<file path="config.mk">
export PLATFORM = sky130hd
export DESIGN_NAME = game_mode_ctrl
export DESIGN_NICKNAME = d
export VERILOG_FILES = /design/src/rtl/game_ctrl_pkg.sv /design/src/rtl/game_tick_gen.sv /design/src/rtl/game_mode_ctrl.sv
export SDC_FILE = /design/constraint.sdc
export NUM_CORES = 1
export LEC_CHECK = 0
export BUFFER_PORTS_ARGS = -buffer_cell sky130_fd_sc_hd__buf_2
export CAP_MARGIN = 25
export CORE_UTILIZATION = 45
export DETAILED_ROUTE_END_ITERATION = 7
export GPL_TIMING_DRIVEN = 0
export RECOVER_POWER = 100
export SYNTH_ARGS = -nofsm -noshare
export SYNTH_HDL_FRONTEND = slang
export SYNTH_SLANG_ARGS = --single-unit
export TNS_END_PERCENT = 5
</file>
<file path="constraint.sdc">
create_clock -name clk -period 9.5 [get_ports clk]
set_clock_uncertainty 0.05 [all_clocks]
set_input_delay 0.95 -clock clk [delete_from_list [all_inputs] [get_ports clk]]
set_output_delay 0.95 -clock clk [all_outputs]
set_load 0.02 [all_outputs]
</file>
<file path="src/rtl/game_ctrl_pkg.sv">
// Shared types and constants for the game sequencer: FSM state encoding,
// VGA screen-mux codes and the game-select width helper.
package game_ctrl_pkg;

  // Top-level sequencer states. StPause is only reachable when the pause
  // feature is built in.
  typedef enum logic [2:0] {
    StMenu,
    StLaunch,
    StPlay,
    StWinHold,
    StLoseHold,
    StWinWait,
    StLoseWait,
    StPause
  } state_e;

  // Screen-mux select codes seen by the VGA block.
  localparam logic [2:0] ScrMenu  = 3'd0;
  localparam logic [2:0] ScrPlay  = 3'd1;
  localparam logic [2:0] ScrWin   = 3'd2;
  localparam logic [2:0] ScrLose  = 3'd3;
  localparam logic [2:0] ScrPause = 3'd4;

  // Width of the game index: clog2 of the game count, never below one bit.
  function automatic int unsigned sel_w(input int unsigned n);
    return (n > 2) ? $clog2(n) : 1;
  endfunction

endpackage

</file>
<file path="src/rtl/game_tick_gen.sv">
// Auto-drop tick generator. The tick period shrinks with the level down to
// a floor; a new period is only picked up when the counter restarts, so a
// level change never shortens the drop already in progress.
module game_tick_gen
  import game_ctrl_pkg::*;
#(
  parameter int unsigned TICK_BASE = 50000000,
  parameter int unsigned TICK_STEP = 4000000,
  parameter int unsigned TICK_MIN  = 5000000
) (
  input  logic       clk,
  input  logic       clr,
  input  logic       clear,   // synchronous restart with a freshly computed period
  input  logic       enable,  // counter runs while high
  input  logic       freeze,  // holds the counter and masks the tick
  input  logic [3:0] level,
  output logic       tick
);

  // A zero period would make period-1 wrap; treat it as one.
  localparam int unsigned MinPeriod  = (TICK_MIN == 0) ? 1 : TICK_MIN;
  localparam int unsigned BasePeriod = (TICK_BASE > MinPeriod) ? TICK_BASE : MinPeriod;

  logic [35:0] step_total;
  logic [31:0] period_lvl;
  logic [31:0] period_q;
  logic [31:0] count_q;
  logic        run;
  logic        wrap;

  // Level-scaled period, clamped before the subtraction so it cannot underflow.
  always_comb begin
    step_total = 36'(level) * 36'(TICK_STEP);
    period_lvl = MinPeriod;
    if (BasePeriod > MinPeriod) begin
      if (step_total < 36'(BasePeriod - MinPeriod)) begin
        period_lvl = BasePeriod - step_total[31:0];
      end
    end
  end

  assign run  = enable & ~freeze;
  assign wrap = (count_q == period_q - 32'd1);
  assign tick = run & wrap;

  // Counter and latched period.
  always_ff @(posedge clk or posedge clr) begin
    if (clr) begin
      count_q  <= '0;
      period_q <= BasePeriod;
    end else if (clear) begin
      count_q  <= '0;
      period_q <= period_lvl;
    end else if (run) begin
      if (wrap) begin
        count_q  <= '0;
        period_q <= period_lvl;
      end else begin
        count_q <= count_q + 32'd1;
      end
    end
  end

endmodule

</file>
<file path="src/rtl/game_mode_ctrl.sv">
// Top-level game sequencer: menu selection among NUM_GAMES cores, launch
// handshake, level-scaled auto-drop ticks and blinking win/lose screens.
// Optional pause chord (left+right) is built when GAME_MODE_CTRL_PAUSE_EN
// is defined; the default build has no pause state and no pause_out port.
module game_mode_ctrl
  import game_ctrl_pkg::*;
#(
  parameter int unsigned NUM_GAMES    = 3,
  parameter int unsigned TICK_BASE    = 50000000,
  parameter int unsigned TICK_STEP    = 4000000,
  parameter int unsigned TICK_MIN     = 5000000,
  parameter int unsigned MAX_LEVEL    = 9,
  parameter int unsigned BLINK_PERIOD = 25000000,
  parameter int unsigned HOLD_CYCLES  = 50000000,
  localparam int unsigned SEL_W       = sel_w(NUM_GAMES)
) (
  input  logic             clk,
  input  logic             clr,
  input  logic             key_u,
  input  logic             key_d,
  input  logic             key_l,
  input  logic             key_r,
  input  logic             game_over,
  input  logic             game_win,
  input  logic             level_up,
  output logic [SEL_W-1:0] game_sel,
  output logic             game_start,
  output logic             game_run,
  output logic             tick,
  output logic [3:0]       level,
  output logic             blink,
`ifdef GAME_MODE_CTRL_PAUSE_EN
  output logic             pause_out,
`endif
  output logic [2:0]       screen
);

  localparam int unsigned HoldLast  = (HOLD_CYCLES > 0) ? HOLD_CYCLES - 1 : 0;
  localparam int unsigned BlinkLast = (BLINK_PERIOD > 0) ? BLINK_PERIOD - 1 : 0;
  localparam logic [3:0]  LevelMax  = 4'(MAX_LEVEL);

  state_e      state_q;
  logic [31:0] hold_cnt_q;
  logic [31:0] blink_cnt_q;

  logic [3:0]  keys;
  logic [3:0]  key_q;
  logic        hist_valid_q;
  logic [3:0]  press;
  logic        press_u;
  logic        press_d;
  logic        press_l;
  logic        press_r;

  logic [SEL_W-1:0] sel_inc;
  logic [SEL_W-1:0] sel_dec;
  logic             end_state;
  logic             tick_clear;
  logic             tick_enable;
  logic             paused;

  // Key history. hist_valid_q keeps a key that is already held when reset
  // releases from counting as a press: the first cycle only records levels.
  always_ff @(posedge clk or posedge clr) begin
    if (clr) begin
      key_q        <= '0;
      hist_valid_q <= 1'b0;
    end else begin
      key_q        <= keys;
      hist_valid_q <= 1'b1;
    end
  end

  assign keys    = {key_u, key_d, key_l, key_r};
  assign press   = keys & ~key_q & {4{hist_valid_q}};
  assign press_u = press[3];
  assign press_d = press[2];
  assign press_l = press[1];
  assign press_r = press[0];

  // Wrapping neighbours of the current selection.
  always_comb begin
    sel_inc = (game_sel == SEL_W'(NUM_GAMES - 1)) ? '0 : game_sel + SEL_W'(1);
    sel_dec = (game_sel == '0) ? SEL_W'(NUM_GAMES - 1) : game_sel - SEL_W'(1);
  end

  assign end_state = (state_q == StWinHold) || (state_q == StLoseHold) ||
                     (state_q == StWinWait) || (state_q == StLoseWait);

`ifdef GAME_MODE_CTRL_PAUSE_EN
  assign paused = (state_q == StPause);
`else
  assign paused = 1'b0;
`endif

  assign tick_clear  = (state_q == StLaunch);
  assign tick_enable = (state_q == StPlay) || paused;

  game_tick_gen #(
    .TICK_BASE (TICK_BASE),
    .TICK_STEP (TICK_STEP),
    .TICK_MIN  (TICK_MIN)
  ) u_tick_gen (
    .clk    (clk),
    .clr    (clr),
    .clear  (tick_clear),
    .enable (tick_enable),
    .freeze (paused),
    .level  (level),
    .tick   (tick)
  );

  // Sequencer FSM with registered outputs, hold timer and blink timer.
  always_ff @(posedge clk or posedge clr) begin
    if (clr) begin
      state_q     <= StMenu;
      game_sel    <= '0;
      game_start  <= 1'b0;
      game_run    <= 1'b0;
      level       <= '0;
      blink       <= 1'b0;
      screen      <= ScrMenu;
      hold_cnt_q  <= '0;
      blink_cnt_q <= '0;
`ifdef GAME_MODE_CTRL_PAUSE_EN
      pause_out   <= 1'b0;
`endif
    end else begin
      game_start <= 1'b0;

      // Blink free-runs on the end screens; a later MENU entry overrides it.
      if (end_state) begin
        if (blink_cnt_q == BlinkLast) begin
          blink_cnt_q <= '0;
          blink       <= ~blink;
        end else begin
          blink_cnt_q <= blink_cnt_q + 32'd1;
        end
      end

      unique case (state_q)
        StMenu: begin
          if (press_r) begin
            // Level cleared here so the tick generator sees level 0 during LAUNCH.
            state_q    <= StLaunch;
            game_start <= 1'b1;
            level      <= '0;
          end else if (press_d && !press_u) begin
            game_sel <= sel_inc;
          end else if (press_u && !press_d) begin
            game_sel <= sel_dec;
          end
        end

        StLaunch: begin
          state_q  <= StPlay;
          game_run <= 1'b1;
          screen   <= ScrPlay;
          level    <= '0;
        end

        StPlay: begin
          if (level_up && (level < LevelMax)) begin
            level <= level + 4'd1;
          end
          if (game_over) begin
            state_q    <= StLoseHold;
            screen     <= ScrLose;
            game_run   <= 1'b0;
            hold_cnt_q <= '0;
          end else if (game_win) begin
            state_q    <= StWinHold;
            screen     <= ScrWin;
            game_run   <= 1'b0;
            hold_cnt_q <= '0;
          end
`ifdef GAME_MODE_CTRL_PAUSE_EN
          else if (press_l && press_r) begin
            state_q   <= StPause;
            screen    <= ScrPause;
            game_run  <= 1'b0;
            pause_out <= 1'b1;
          end
`endif
        end

        StWinHold, StLoseHold: begin
          // Keys are ignored until the lockout expires.
          if (hold_cnt_q == HoldLast) begin
            state_q <= (state_q == StWinHold) ? StWinWait : StLoseWait;
          end else begin
            hold_cnt_q <= hold_cnt_q + 32'd1;
          end
        end

        StWinWait, StLoseWait: begin
          if (|press) begin
            state_q     <= StMenu;
            screen      <= ScrMenu;
            blink       <= 1'b0;
            blink_cnt_q <= '0;
          end
        end

`ifdef GAME_MODE_CTRL_PAUSE_EN
        StPause: begin
          // Tick counter is frozen in the generator; resuming keeps its value.
          if (press_l && press_r) begin
            state_q   <= StPlay;
            screen    <= ScrPlay;
            game_run  <= 1'b1;
            pause_out <= 1'b0;
          end
        end
`endif

        default: begin
          state_q  <= StMenu;
          screen   <= ScrMenu;
          game_run <= 1'b0;
        end
      endcase
    end
  end

  // Only the chord uses the left key; without pause it is otherwise unused.
`ifndef GAME_MODE_CTRL_PAUSE_EN
  logic unused_press_l;
  assign unused_press_l = press_l;
`endif

endmodule

</file>
==> results.cfg <==
[run_status]
status = complete, but fails checks
violations = capacitance limit, slew limit

[sta]
layout_min_cycle_time_ns = 5.34
final.period_utilization_pct = 56.2
fmax_mhz = 187
slew_headroom_pct = -29.9
final_hold_viol_count = 0
setup_viol = 0
tightest_slew_ns = 1.94
rsz0062_at_grt = no
whs_ns = 0.461
setup_tns_ns = 0
finalMaxSlewViolations = 42

[run]
drv_cap = 1

[pwr]
powerDensity_mw_per_mm2 = 239
cellLeakagePower_nw = 4.08
totalPowerFinal_mw = 2.29
peakVddDrop_mv = 0.130

[worst_setup_path]
crit_arrival_ns = 5.58
r2r-start = u_tick_gen.period_q[6]
worstPathCellList = inv_1 > ha_1 > nor3b_1 > nand3_1 > o31a_1 > or2_0 > or4_1 > or4_1 > o21ai_0 > clkbuf_1 > clkbuf_1 > nor2_1
criticalPathCategory = flop to flop
critPathLaunchType = flop
slowest_stage = o21ai_0
cp_max_fo = 10
slowest_delay_ns = 0.65
reg2reg_to = u_tick_gen.count_q[26]
worstPathRequired_ns = 9.74
ff2ff_path_depth = 12
r2r_slack_ns = 4.16
endpoint = u_tick_gen.count_q[26]
crit_start = u_tick_gen.period_q[6]
end_kind = flop

[final_layout]
drive_gt1_share_pct = 6.21
n_antenna_cell = 0
syn_to_final_growth_pct = 11.1
stdcell_count = 1249
finalNetCount = 1046

[routing]
dr.pass1.iters = 5
drt-initial-drc-count = 383
vias = 6866
wl_per_cell_um = 15.2
via_per_inst = 5.50
drt-met1-wl_um = 9520
drcViolationCount = 0
top_layer = met4
drt-total-wl_um = 19000
ant_nets = 0
met3WireLength_um = 500
wl_met2_um = 8720

[cts]
clk_latency_ns = 0.43
clk_pin_slew_ns = 0.07
cts_tree = yes
cts_buffers = 17
cts.sinks = 136
cts_setup_buffers = 0
clk_path_buf_depth = 2
hold_buffers = 0
cts-root-buf = clkbuf_16
cts-resized-gates = 0
h-tree-depth = 4

[placed_design]
io_buffer_count = 20
hpwl_um = 13900
dp.cells = 1216
gp_congestion = 0.843

[global_route]
antenna_found_initial = 0
grt_pass1_wl_um = 32200
gr-total-overflow = 0
grt_max_degree = 96
first_global_vias = 6487
track_usage_pct = 20.4

[synthesis]
synth_fp_nets = 1003
ys_seq_area_share_pct = 39.5
synth-main-ff-cell = dfrtp_1
synth_top_cell_by_area = dfrtp_1
synth-async-reset-ratio_pct = 100
syn_area_per_cell_sq_um = 9.02
ys_warn_count = 0
syn_inst = 959
synth_edf_count = 0
yosysTopAreaCellShare_pct = 35.9
ys_types = 74
ys_ff_latch = 136
synth_area_sq_mm = 0.00865
netlist_top_cells_area = dfrtp_1, xor2_1, nor2_1

[floorplanning]
die_w_um = 141
chipHeight_um = 141
die-area_sq_mm = 0.0198
rows = 50
initial_core_util_pct = 46.1
core_region_area_sq_mm = 0.0188
top_level_ports = 22

[hold_path]
min_path_cells = 1
hold_path.class = flop to flop
registers in the layout, summed over array words and instances, names as in the netlist, 3 cells and up:
register / cells
u_tick_gen.count_q: 32
key_q: 4
hold_cnt_q: 32
level: 4
blink_cnt_q: 32
u_tick_gen.period_q: 21
state_q: 3
kinds of logic after synthesis:
family,Yosys count,share of synthesized area [%]
muxes,28,3.49
buffers and inverters,65,3.33
adders and majority gates,35,5.50
and+or+nand+nor,445,26.3
AOI/OAI and AO/OA,120,8.84
DFF,136,39.5
xor gates and xnor gates,128,13.0
other,2,0.0869
per-layer routing:
| metal | GRT usage [%] | up-vias |
|---|---|---|
| met5 | 0 | - |
| met4 | 6.29 | 0 |
| met3 | 3.60 | 24 |
| met2 | 32.4 | 93 |
| met1 | 28.4 | 3297 |
| li1 | - | 3452 |
where the power goes:
part / internal [mW] / switching, mW / total (mW)
Sequential: 0.716 / 0.146 / 0.862
Combinational: 0.297 / 0.476 / 0.773
Clock: 0.371 / 0.286 / 0.657
metrics by stage:
step | util, % | instance area [sq um] | worst slack [ns]
floorplan | - | 8650 | 4.88
global placement | 48.2 | 9040 | 3.09
detailed placement | 48.4 | 9080 | 4.49
CTS | 51.5 | 9670 | 4.44
global route | 51.2 | 9610 | 3.78
finish | 51.2 | 9610 | 4.16
layout by cell type, fill, tap and decap left out, drive strengths merged, types with 16 or more instances in the layout:
cell type,netlist,routed
nor2,159,159
dfrtp,124,124
nand2,74,74
xor2,73,73
clkbuf,23,63
xnor2,55,55
nand3,45,45
inv,33,40
o21ai,34,34
nand4,31,31
ha,30,30
a21oi,29,29
nor3,19,19
and3,17,17
mux2,17,17
nor4,17,17
and4,16,16
cell type report:
cell class                      count  area (sq um)
Timing Repair Buffer               24           129
Fill cell                        1783          9160
Multi-Input combinational cell    758          4930
Sequential cell                   136          3420
Clock inverter                     15           158
Clock buffer                       17           425
Buffer                             32           126
Inverter                           33           125
Tap cell                          234           293
synthesized netlist by cell type, drive strengths merged (23+ instances only):
library cell    n
xor2           73
a21oi          29
nor2          159
o21ai          34
clkbuf         23
nand2          74
ha             30
dfrtp         124
nand4          31
xnor2          55
nand3          45
inv            33
how the worst min path moves through the flow:
| stage | from | to | slack, ns |
|---|---|---|---|
| after CTS | hold_cnt_q[6] | hold_cnt_q[6] | 0.47 |
| after global routing | u_tick_gen.period_q[19] | u_tick_gen.period_q[19] | 0.49 |
| after detailed placement | hold_cnt_q[6] | hold_cnt_q[6] | 0.46 |
| after global placement | hold_cnt_q[6] | hold_cnt_q[6] | 0.45 |
| after floorplan | hold_cnt_q[6] | hold_cnt_q[6] | 0.42 |
| final | hold_cnt_q[6] | hold_cnt_q[6] | 0.46 |
critical path: cells and delay by family, from the launching register on:
| kind | cells | cell delay (ns) |
|---|---|---|
| and+or+nand+nor | 6 | 2.23 |
| buffers and inverters | 3 | 1.19 |
| AOI/OAI and AO/OA | 2 | 1.04 |
| DFF | 1 | 0.47 |
| adders and majority gates | 1 | 0.24 |
(Power assumes the default switching activity.)
